**src/rtl/color_blob_tracker.sv**
```systemverilog
// Scans a WIDTH x HEIGHT image in raster order and thresholds each RGB pixel against a colour window.
// It accumulates count, bounding box and coordinate sums, then divides to get the blob centroid.
module color_blob_tracker #(
  parameter int WIDTH  = 32,
  parameter int HEIGHT = 32,
  parameter int R_MIN  = 128,
  parameter int R_MAX  = 255,
  parameter int G_MIN  = 0,
  parameter int G_MAX  = 80,
  parameter int B_MIN  = 0,
  parameter int B_MAX  = 80
) (
  input  logic        clk,
  input  logic        rst,
  input  logic        start,
  output logic [9:0]  x_img,
  output logic [9:0]  y_img,
  input  logic [7:0]  Rp,
  input  logic [7:0]  Gp,
  input  logic [7:0]  Bp,
  output logic        busy,
  output logic        done,
  output logic        found,
  output logic [19:0] pixel_count,
  output logic [9:0]  xmin,
  output logic [9:0]  xmax,
  output logic [9:0]  ymin,
  output logic [9:0]  ymax,
  output logic [9:0]  cx,
  output logic [9:0]  cy,
  output logic [2:0]  state_dbg
);

  typedef enum logic [2:0] {
    S_IDLE  = 3'd0,
    S_SCAN  = 3'd1,
    S_DRAIN = 3'd2,
    S_DIV_X = 3'd3,
    S_DIV_Y = 3'd4,
    S_DONE  = 3'd5
  } state_t;

  localparam logic [9:0] X_LAST = 10'(WIDTH - 1);
  localparam logic [9:0] Y_LAST = 10'(HEIGHT - 1);

  state_t state, state_nxt;

  // Pixel pipeline: coordinates driven this cycle come back as RGB one clock later.
  logic        pix_valid;
  logic [9:0]  x_d, y_d;

  logic [19:0] cnt, cnt_nxt;
  logic [31:0] sx, sx_nxt, sy, sy_nxt;
  logic [9:0]  bx0, bx0_nxt, bx1, bx1_nxt, by0, by0_nxt, by1, by1_nxt;

  logic [31:0] q, q_step;
  logic [20:0] rem, rem_step;
  logic [21:0] shifted;
  logic        ge;
  logic [4:0]  step;
  logic [9:0]  cx_q;

  logic start_acc, scan_last, div_last, pix_match;

  assign start_acc = (state == S_IDLE) && start;
  assign scan_last = (x_img == X_LAST) && (y_img == Y_LAST);
  assign div_last  = (step == 5'd31);

  assign pix_match = pix_valid &&
                     int'(Rp) >= R_MIN && int'(Rp) <= R_MAX &&
                     int'(Gp) >= G_MIN && int'(Gp) <= G_MAX &&
                     int'(Bp) >= B_MIN && int'(Bp) <= B_MAX;

  // State register
  always_ff @(posedge clk) begin
    if (rst) state <= S_IDLE;
    else     state <= state_nxt;
  end

  // Next-state logic
  always_comb begin
    state_nxt = state;
    case (state)
      S_IDLE:  if (start) state_nxt = S_SCAN;
      S_SCAN:  if (scan_last) state_nxt = S_DRAIN;
      S_DRAIN: state_nxt = (cnt_nxt == 20'd0) ? S_DONE : S_DIV_X;
      S_DIV_X: if (div_last) state_nxt = S_DIV_Y;
      S_DIV_Y: if (div_last) state_nxt = S_DONE;
      S_DONE:  state_nxt = S_IDLE;
      default: state_nxt = S_IDLE;
    endcase
  end

  // Output logic
  always_comb begin
    busy      = (state != S_IDLE);
    done      = (state == S_DONE);
    state_dbg = state;
  end

  // Accumulator update for the pixel currently returned by the ROM stage.
  always_comb begin
    cnt_nxt = cnt;
    sx_nxt  = sx;
    sy_nxt  = sy;
    bx0_nxt = bx0;
    bx1_nxt = bx1;
    by0_nxt = by0;
    by1_nxt = by1;
    if (pix_match) begin
      cnt_nxt = cnt + 20'd1;
      sx_nxt  = sx + 32'(x_d);
      sy_nxt  = sy + 32'(y_d);
      if (cnt == 20'd0) begin
        bx0_nxt = x_d;
        bx1_nxt = x_d;
        by0_nxt = y_d;
        by1_nxt = y_d;
      end else begin
        if (x_d < bx0) bx0_nxt = x_d;
        if (x_d > bx1) bx1_nxt = x_d;
        if (y_d < by0) by0_nxt = y_d;
        if (y_d > by1) by1_nxt = y_d;
      end
    end
  end

  // One restoring-division step; the remainder is always below the 20-bit divisor.
  always_comb begin
    shifted  = {rem, q[31]};
    ge       = (shifted >= {2'b00, cnt});
    rem_step = ge ? 21'(shifted - {2'b00, cnt}) : 21'(shifted);
    q_step   = {q[30:0], ge};
  end

  always_ff @(posedge clk) begin
    if (rst) begin
      x_img       <= '0;
      y_img       <= '0;
      pix_valid   <= 1'b0;
      x_d         <= '0;
      y_d         <= '0;
      cnt         <= '0;
      sx          <= '0;
      sy          <= '0;
      bx0         <= '0;
      bx1         <= '0;
      by0         <= '0;
      by1         <= '0;
      q           <= '0;
      rem         <= '0;
      step        <= '0;
      cx_q        <= '0;
      found       <= 1'b0;
      pixel_count <= '0;
      xmin        <= '0;
      xmax        <= '0;
      ymin        <= '0;
      ymax        <= '0;
      cx          <= '0;
      cy          <= '0;
    end else begin
      pix_valid <= (state == S_SCAN);
      x_d       <= x_img;
      y_d       <= y_img;

      if (state == S_SCAN && !scan_last) begin
        if (x_img == X_LAST) begin
          x_img <= '0;
          y_img <= y_img + 10'd1;
        end else begin
          x_img <= x_img + 10'd1;
        end
      end else begin
        x_img <= '0;
        y_img <= '0;
      end

      if (start_acc) begin
        cnt <= '0;
        sx  <= '0;
        sy  <= '0;
        bx0 <= '0;
        bx1 <= '0;
        by0 <= '0;
        by1 <= '0;
      end else begin
        cnt <= cnt_nxt;
        sx  <= sx_nxt;
        sy  <= sy_nxt;
        bx0 <= bx0_nxt;
        bx1 <= bx1_nxt;
        by0 <= by0_nxt;
        by1 <= by1_nxt;
      end

      // DRAIN loads the X dividend including the last pixel's contribution.
      if (state == S_DRAIN) begin
        q    <= sx_nxt;
        rem  <= '0;
        step <= '0;
      end else if (state == S_DIV_X || state == S_DIV_Y) begin
        step <= step + 5'd1;
        if (state == S_DIV_X && div_last) begin
          cx_q <= q_step[9:0];
          q    <= sy;
          rem  <= '0;
        end else begin
          q   <= q_step;
          rem <= rem_step;
        end
      end

      if (start_acc || (state == S_DRAIN && cnt_nxt == 20'd0)) begin
        found       <= 1'b0;
        pixel_count <= '0;
        xmin        <= '0;
        xmax        <= '0;
        ymin        <= '0;
        ymax        <= '0;
        cx          <= '0;
        cy          <= '0;
      end else if (state == S_DIV_Y && div_last) begin
        found       <= 1'b1;
        pixel_count <= cnt;
        xmin        <= bx0;
        xmax        <= bx1;
        ymin        <= by0;
        ymax        <= by1;
        cx          <= cx_q;
        cy          <= q_step[9:0];
      end
    end
  end

endmodule

```
**config.mk**
```make
export PLATFORM = sky130hd
export DESIGN_NAME = color_blob_tracker
export DESIGN_NICKNAME = d
export VERILOG_FILES = /design/src/rtl/color_blob_tracker.sv
export SDC_FILE = /design/constraint.sdc
export NUM_CORES = 1
export LEC_CHECK = 0
export BUFFER_PORTS_ARGS = -buffer_cell sky130_fd_sc_hd__buf_2
export CORE_MARGIN = 2
export CORE_UTILIZATION = 50
export CTS_BUF_LIST = sky130_fd_sc_hd__clkbuf_8 sky130_fd_sc_hd__clkbuf_16
export DETAILED_ROUTE_END_ITERATION = 8
export GPL_ROUTABILITY_DRIVEN = 1
export PLACE_DENSITY = 0.74
export SETUP_SLACK_MARGIN = 0.02
export SYNTH_ARGS = -nofsm -noshare
export SYNTH_HDL_FRONTEND = slang
export SYNTH_SLANG_ARGS = --single-unit
```
**constraint.sdc**
```tcl
create_clock -name clk -period 9.3 [get_ports clk]
set_clock_uncertainty 0.05 [all_clocks]
set_input_delay 0.465 -clock clk [delete_from_list [all_inputs] [get_ports clk]]
set_output_delay 0.465 -clock clk [all_outputs]
set_load 0.005 [all_outputs]
```
==> metrics, run 1 <==
final non-filler cell total 2382; first-pass GRT wire length approximately 64000 microns; area leader, netlist dfxtp_1; routability cong. a little over 0.9; Worst Hold Class in2reg; fin crit period between 3 and 4 ns; Initial Utilization 51.0%; Detail Route met2 WL roughly 18000 microns; number of placement rows 65; fillers 2802; vias in the first global route roughly 13000; Final Cycle Share between 40% and 50%; CTS hold repair buffers 0; fmax roughly 0.25 GHz; Slew Limit Fails 0; Post CTS Setup Buffer Count 0; Routed Antenna Nets 0; Ys Warns 0; initial antenna violation count 1; Worst Path Max Fanout 58; status finished, final reports clean; Worst VDD drop between 100 and 150 uV; H-tree depth 2; Core Region between 30000 and 40000 sq um; drt total wl roughly 38000 microns; pin slew with the least headroom to its limit roughly 1.3 ns; die area ~34000 sq um; die extent in x roughly 180 microns; # clock sinks 317; largest net degree at the start of global routing around 110; layout cells sized above 1 between 10% and 20%; part of the Yosys area used for sequential elements 39.3%; endpoints failing hold 0; via density per instance ~5.7; total CTS buffers 34; critical path class reg2reg; RSZ-0062 raised after global routing false; post-synth top area share between 30% and 40%; # setup viols final 0; CTS Buffer Depth 3; ant diodes 0; clk root buf clkbuf_16; crit start category flip-flop; final setup TNS 0 ns; met3 routed WL about 2200 microns; Port-buffer cells 125; Syn Inst Count 1876; Max Cap Violations 0; most used flip-flop cell after synthesis dfxtp_1; GRT Util Overall 23.0%; asr flop ratio synth 0%; drt first pass iters 6; DP Wirelength 26400 microns; wire length on met1 17400 microns; Multi-input gate area 9080 sq um; CTS tree done; Placed Cells about 2300; sequential cell area approximately 6300 sq um; FF-to-FF setup slack 5.36 ns; cells on worst reg2reg path 11; Post-synth EDFFs 0; worst-skew pair later-pin latency ~0.51 ns; Netlist Area Pre-Place 16100 sq um; # IOs 133; Slew HR between 15 and 20%; Power Density 158 nW/um^2; syn avg cell area 8.61 sq um; critical path data arrival time 4.25 ns; Highest Signal Layer met4; Min-Delay Path Depth 4; Die Span Y approximately 180 microns; synth-to-layout area growth 12.3%; syn nets slightly below 2000; CTS clk-pin slew, worst paths 0.06 ns; Seq cells post-synth around 320; vias between 10000 and 15000; Area contributors post-synth dfxtp_1, mux2i_1, ha_1; post-CTS resize count 0; 1st-iter DRT viols approximately 960; crit end category flip-flop; Residual DRC 0; Unique masters post-synth 75; total congestion overflow 0; drt wl/cell ~16 microns; Leak Pwr 0.00672 uW; nets@finish slightly above 2000; worst path required time about 9.6 ns
[final timing paths]
path | start | endpoint
worst max register to register | pix_valid$_SDFF_PP0_ | cy[8]$_SDFFE_PP0P_
worst min register to register | cx_q[2]$_SDFFE_PP0P_ | cx_q[2]$_SDFFE_PP0P_
worst max-delay path | pix_valid$_SDFF_PP0_ | cy[8]$_SDFFE_PP0P_
worst min-delay path | start | sx[17]$_SDFF_PP0_
[metal layers]
layer / track usage, % / vias to the layer above
met3: 3.57 / 72
met1: 29.9 / 6413
li1: - / 6703
met5: 0 / -
met4: 7.81 / 0
met2: 38.7 / 363
[Yosys cell counts, drive strengths merged, types with 5 or more instances]
| library cell | number |
|---|---|
| xor2 | 42 |
| and2 | 23 |
| a21oi | 117 |
| nand2 | 184 |
| nand2b | 13 |
| a31oi | 13 |
| nor4 | 19 |
| nand3 | 45 |
| nor3 | 29 |
| o2111ai | 6 |
| and3 | 30 |
| or3 | 19 |
| o21a | 15 |
| o211ai | 23 |
| nor2b | 36 |
| inv | 86 |
| nand3b | 6 |
| or4 | 16 |
| ha | 84 |
| buf | 22 |
| nand4 | 30 |
| clkbuf | 76 |
| mux2i | 135 |
| nor2 | 248 |
| a211oi | 14 |
| xnor2 | 49 |
| o21ai | 67 |
| or2 | 7 |
| a211o | 5 |
| a32oi | 9 |
| a221oi | 11 |
| dfxtp | 317 |
| a21o | 22 |
[flip-flops by register name, indices dropped and copies added, names as in the netlist, 20 cells and up]
name,cells
q,32
sx,32
rem,21
sy,32
pixel_count,20
cnt,20
[layout by cell type, fill, tap and decap left out, types with 21 or more instances in the layout]
cell,instances
dfxtp_1,317
ha_1,84
o21ai_0,59
and3_1,29
o211ai_1,21
xor2_1,42
nand4_1,30
nand3_1,45
and2_1,22
nand2_1,183
a21oi_1,117
nor2_1,186
xnor2_1,49
buf_2,125
a21o_1,22
nor2b_1,35
inv_1,91
nor2_2,62
clkbuf_16,35
nor3_1,28
mux2i_1,135
[per-stage QoR]
step                cell area (sq um)  total power (uW)  hold slack (ns)  worst slack [ns]  utilization [%]
floorplan                       16100              1510            0.376              6.01                -
CTS                             18100              2890            0.252              5.40             57.3
global route                    18100              2960            0.298              5.16             57.3
detailed placement              17000              1550            0.399              4.95             53.8
finish                          18100              2870            0.267              5.36             57.3
global placement                17000              1550            0.392              4.99             53.8
[where the power goes]
part | internal [uW] | total (uW) | switching [uW]
clock network | 799 | 1350 | 546
logic | 31.0 | 147 | 116
registers | 1360 | 1370 | 10.7
[final cells by class]
type | count | share of cell area (%)
clock buffers | 39 | 5.14
clock inverters | 19 | 0.959
inverters | 87 | 1.80
multi-input cells | 1374 | 50.1
flip-flops and latches | 317 | 35.0
well taps | 402 | 2.77
repair buffers | 144 | 4.24
[worst max-delay path: stages, from the launching register on]
cell and delay (ns):
dfxtp_1 0.31, and4bb_2 0.23, o211ai_2 0.17, or2_1 0.32
buf_4 0.27, nor4_2 0.46, mux2i_1 0.24, a22oi_1 0.15
o41ai_4 0.34, buf_4 0.32, buf_4 0.76, nor2_2 0.08
[kinds of logic after synthesis]
family	Yosys count	synth area share, %
flops	317	39.3
xor+xnor	91	4.94
buf+inv	185	4.73
compound gates	340	13.5
simple gates	720	22.2
mux	136	8.44
fa+ha+maj	87	6.88
No activity file was read; power rests on OpenSTA's default activity.
==> run 2, diff against run 1 <==
--- a/config.mk
+++ b/config.mk
@@ -5,13 +5,14 @@
 export SDC_FILE = /design/constraint.sdc
 export NUM_CORES = 1
 export LEC_CHECK = 0
+export ABC_AREA = 1
 export BUFFER_PORTS_ARGS = -buffer_cell sky130_fd_sc_hd__buf_2
 export CORE_MARGIN = 2
 export CORE_UTILIZATION = 50
 export CTS_BUF_LIST = sky130_fd_sc_hd__clkbuf_8 sky130_fd_sc_hd__clkbuf_16
 export DETAILED_ROUTE_END_ITERATION = 8
 export GPL_ROUTABILITY_DRIVEN = 1
-export PLACE_DENSITY = 0.74
+export PLACE_DENSITY = 0.76
 export SETUP_SLACK_MARGIN = 0.02
 export SYNTH_ARGS = -nofsm -noshare
 export SYNTH_HDL_FRONTEND = slang
==> constraint.sdc (replaced) <==
create_clock -name clk -period 3.41 [get_ports clk]
set_clock_uncertainty 0.05 [all_clocks]
set_input_delay 0.1705 -clock clk [delete_from_list [all_inputs] [get_ports clk]]
set_output_delay 0.1705 -clock clk [all_outputs]
set_load 0.005 [all_outputs]
==> metrics, run 2 <==
status finished, final reports clean; synth-to-layout area growth 13.4%; DP Worst Slack 0.565 ns (-4.38 ns); first-pass GRT wire length 72200 microns (+12%); switch share 27.1% (+3.6 points); Area contributors post-synth dfxtp_1, nand2_1, o21ai_0; die extent in x 185 microns (+0.97%); Detail Route met2 WL 20300 microns (+14%); worst path required time 3.80 ns (-5.81 ns); net switching power 2440 uW (+260%); Leak Pwr 0.00761 uW (+13%); CTS clk-pin slew, worst paths 0.06 ns (about the same); sequential cell area 6350 sq um (unchanged); Initial Utilization 50.7% (-0.29 points); Placed Cells 2813 (+21%); area leader, netlist dfxtp_1; pin slew with the least headroom to its limit 0.912 ns (-0.359 ns); # IOs 133 (unchanged); final setup TNS 0 ns (unchanged); Synth top cells by count nand2_1, dfxtp_1, nor2_1, inv_1, o21ai_0; worst-skew pair later-pin latency 0.54 ns (+0.03 ns); Max Cap Violations 0 (unchanged); post-CTS resize count 0 (unchanged); CTS tree done; # clock sinks 317 (unchanged); total congestion overflow 0 (unchanged); final non-filler cell total 2878 (+21%); Die Span Y 185 microns (+0.97%); ant diodes 0 (unchanged); most frequent cells in the layout nand2_1, dfxtp_1, nor2_1; Slew Limit Fails 0 (unchanged); Post CTS Setup Buffer Count 0 (unchanged); leading cell type in the layout, fill and taps excluded nand2_1; asr flop ratio synth 0% (unchanged); clk root buf clkbuf_16; Final Cell Area 18700 sq um (+3.1%); endpoints failing hold 0 (unchanged); number of placement rows 66 (+1.5%); Seq cells post-synth 317 (unchanged); critical path data arrival time 3.33 ns (-0.92 ns); fmax 0.340 GHz (+34%); most frequent cell after synthesis nand2_1; Highest Signal Layer met4; die area 34400 sq um (+2.0%); wire length on met1 19800 microns (+14%); routability cong. 0.939 (+3.0%); Slew HR 39.1% (+24 points); critical path class reg2reg; drt total wl 44500 microns (+16%); layout cells sized above 1 11.4% (-3.0 points); fin crit period 2.94 ns (-1.00 ns); Residual DRC 0 (unchanged); vias in the first global route 14485 (+12%); largest registers q x32, sx x32, sy x32; Netlist Area Pre-Place 16500 sq um (+2.0%); largest net degree at the start of global routing 82 (-23%); 1st-iter DRT viols 1234 (+29%); most used flip-flop cell after synthesis dfxtp_1; total CTS buffers 36 (+5.9%); post-synth top area share 38.5% (-0.77 points); vias 15493 (+14%); # setup viols final 0 (unchanged); cell-internal power 6570 uW (+200%); via density per instance 5.38 (-5.4%); GRT Util Overall 25.9% (+3.0 points); Post-synth EDFFs 0 (unchanged); Routed Antenna Nets 0 (unchanged); Worst Hold Class in2reg; sequential power share 42.2% (-5.7 points); clock power share 46.3% (-0.6 points); met3 routed WL 2900 microns (+34%); Unique masters post-synth 52 (-31%); Power Total 9010 uW (+210%); DP Wirelength 32600 microns (+23%); CTS Buffer Depth 3 (unchanged); syn nets 2427 (+22%); Core Region 32500 sq um (+2.6%); crit start category flip-flop; H-tree depth 2 (unchanged); PnR worst setup slack 0.473 ns (-4.89 ns); part of the Yosys area used for sequential elements 38.5% (-0.77 points); Comb pwr share 11.6% (+6.5 points); Final Cycle Share 86.1% (+44 points); Port-buffer cells 125 (unchanged); drt first pass iters 5 (-1); Multi-input gate area 8750 sq um (-3.7%); CTS hold repair buffers 0 (unchanged); Syn Inst Count 2313 (+23%); Power Density 482 nW/um^2 (+200%); initial antenna violation count 0 (-1); Worst Path Max Fanout 4 (-93%); nets@finish 2523 (+22%); crit end category flip-flop; Placed Area 17400 sq um (+2.1%); Ys Warns 0 (unchanged); RSZ-0062 raised after global routing false; syn avg cell area 7.12 sq um (-17%); drt wl/cell 15.5 microns (-4.2%); Worst VDD drop 385 uV (+230%); fillers 3038 (+8.4%)
==> run 2: cell count changes after synthesis, moves of 20 or more <==
| cell | before | now |
|---|---|---|
| nor2_2 | 60 | 24 |
| nor2_1 | 188 | 276 |
| o21ai_0 | 59 | 227 |
| mux2i_1 | 135 | 1 |
| inv_1 | 86 | 246 |
| nor2b_1 | 36 | 0 |
| a21o_1 | 22 | 2 |
| a21oi_1 | 117 | 211 |
| nand2_1 | 184 | 494 |
| xnor2_1 | 49 | 17 |
| and3_1 | 30 | 1 |
==> run 2: power by group through the flow <==
stage	logic, uW	clock network (uW)	registers [uW]
after floorplan	782	0	3860
after global routing	1150	4380	3800
after global placement	1000	0	3880
after detailed placement	1030	0	3880
final	1040	4170	3800
after CTS	1030	4230	3800
==> run 2: critical path, cell delays in order (launching register included) <==
cell and delay, ns:
dfxtp_1 0.42, ha_1 0.22, inv_1 0.06, fa_1 0.43
nor3_1 0.28, nor2_1 0.11, o21ai_0 0.30, nand2_1 0.12
nand2_1 0.11, nand2_1 0.09, nor2_1 0.21, inv_1 0.07
o21ai_1 0.15, nand3_1 0.11, a21oi_1 0.13
==> run 2: logic make-up after synthesis <==
logic type	count (synthesis)	synth area share [%]
buf+inv	336	8.55
simple gates	965	24.6
xor+xnor	71	3.78
fa+ha+maj	87	6.75
compound gates	536	17.7
mux	1	0.0608
flops	317	38.5
==> run 2: area by class of cell <==
type	count	area share [%]
Clock buffer	46	5.62
Inverter	248	4.98
Clock inverter	19	1.40
Multi-Input combinational cell	1660	46.8
Sequential cell	317	34.0
Timing Repair Buffer	146	4.26
Tap cell	442	2.96
==> run 2: path summary, 6_finish.rpt <==
kind | from | to | slack, ns | cells past startpoint
min reg2reg | cx_q[2]$_SDFFE_PP0P_ | cx_q[2]$_SDFFE_PP0P_ | 0.41 | 2
max | x_d[0]$_SDFF_PP0_ | q[20]$_SDFFE_PP0P_ | 0.47 | 14
min | rst | y_img[8]$_SDFFE_PP0P_ | 0.08 | 4
max reg2reg | x_d[0]$_SDFF_PP0_ | q[20]$_SDFFE_PP0P_ | 0.47 | 14
==> run 2: through the flow <==
step                      hold WS (ns)  utilization [%]
after detailed placement         0.399             53.5
after global routing            0.0820             57.6
after global placement           0.390             53.5
final                           0.0815             57.6
after floorplan                  0.380                -
after CTS                       0.0574             57.6
==> run 2: layer usage <==
layer,vias to the layer above,GRT usage (%)
li1,7774,-
met1,7138,33.9
met2,485,43.7
met3,96,3.68
met4,0,9.08
met5,-,0
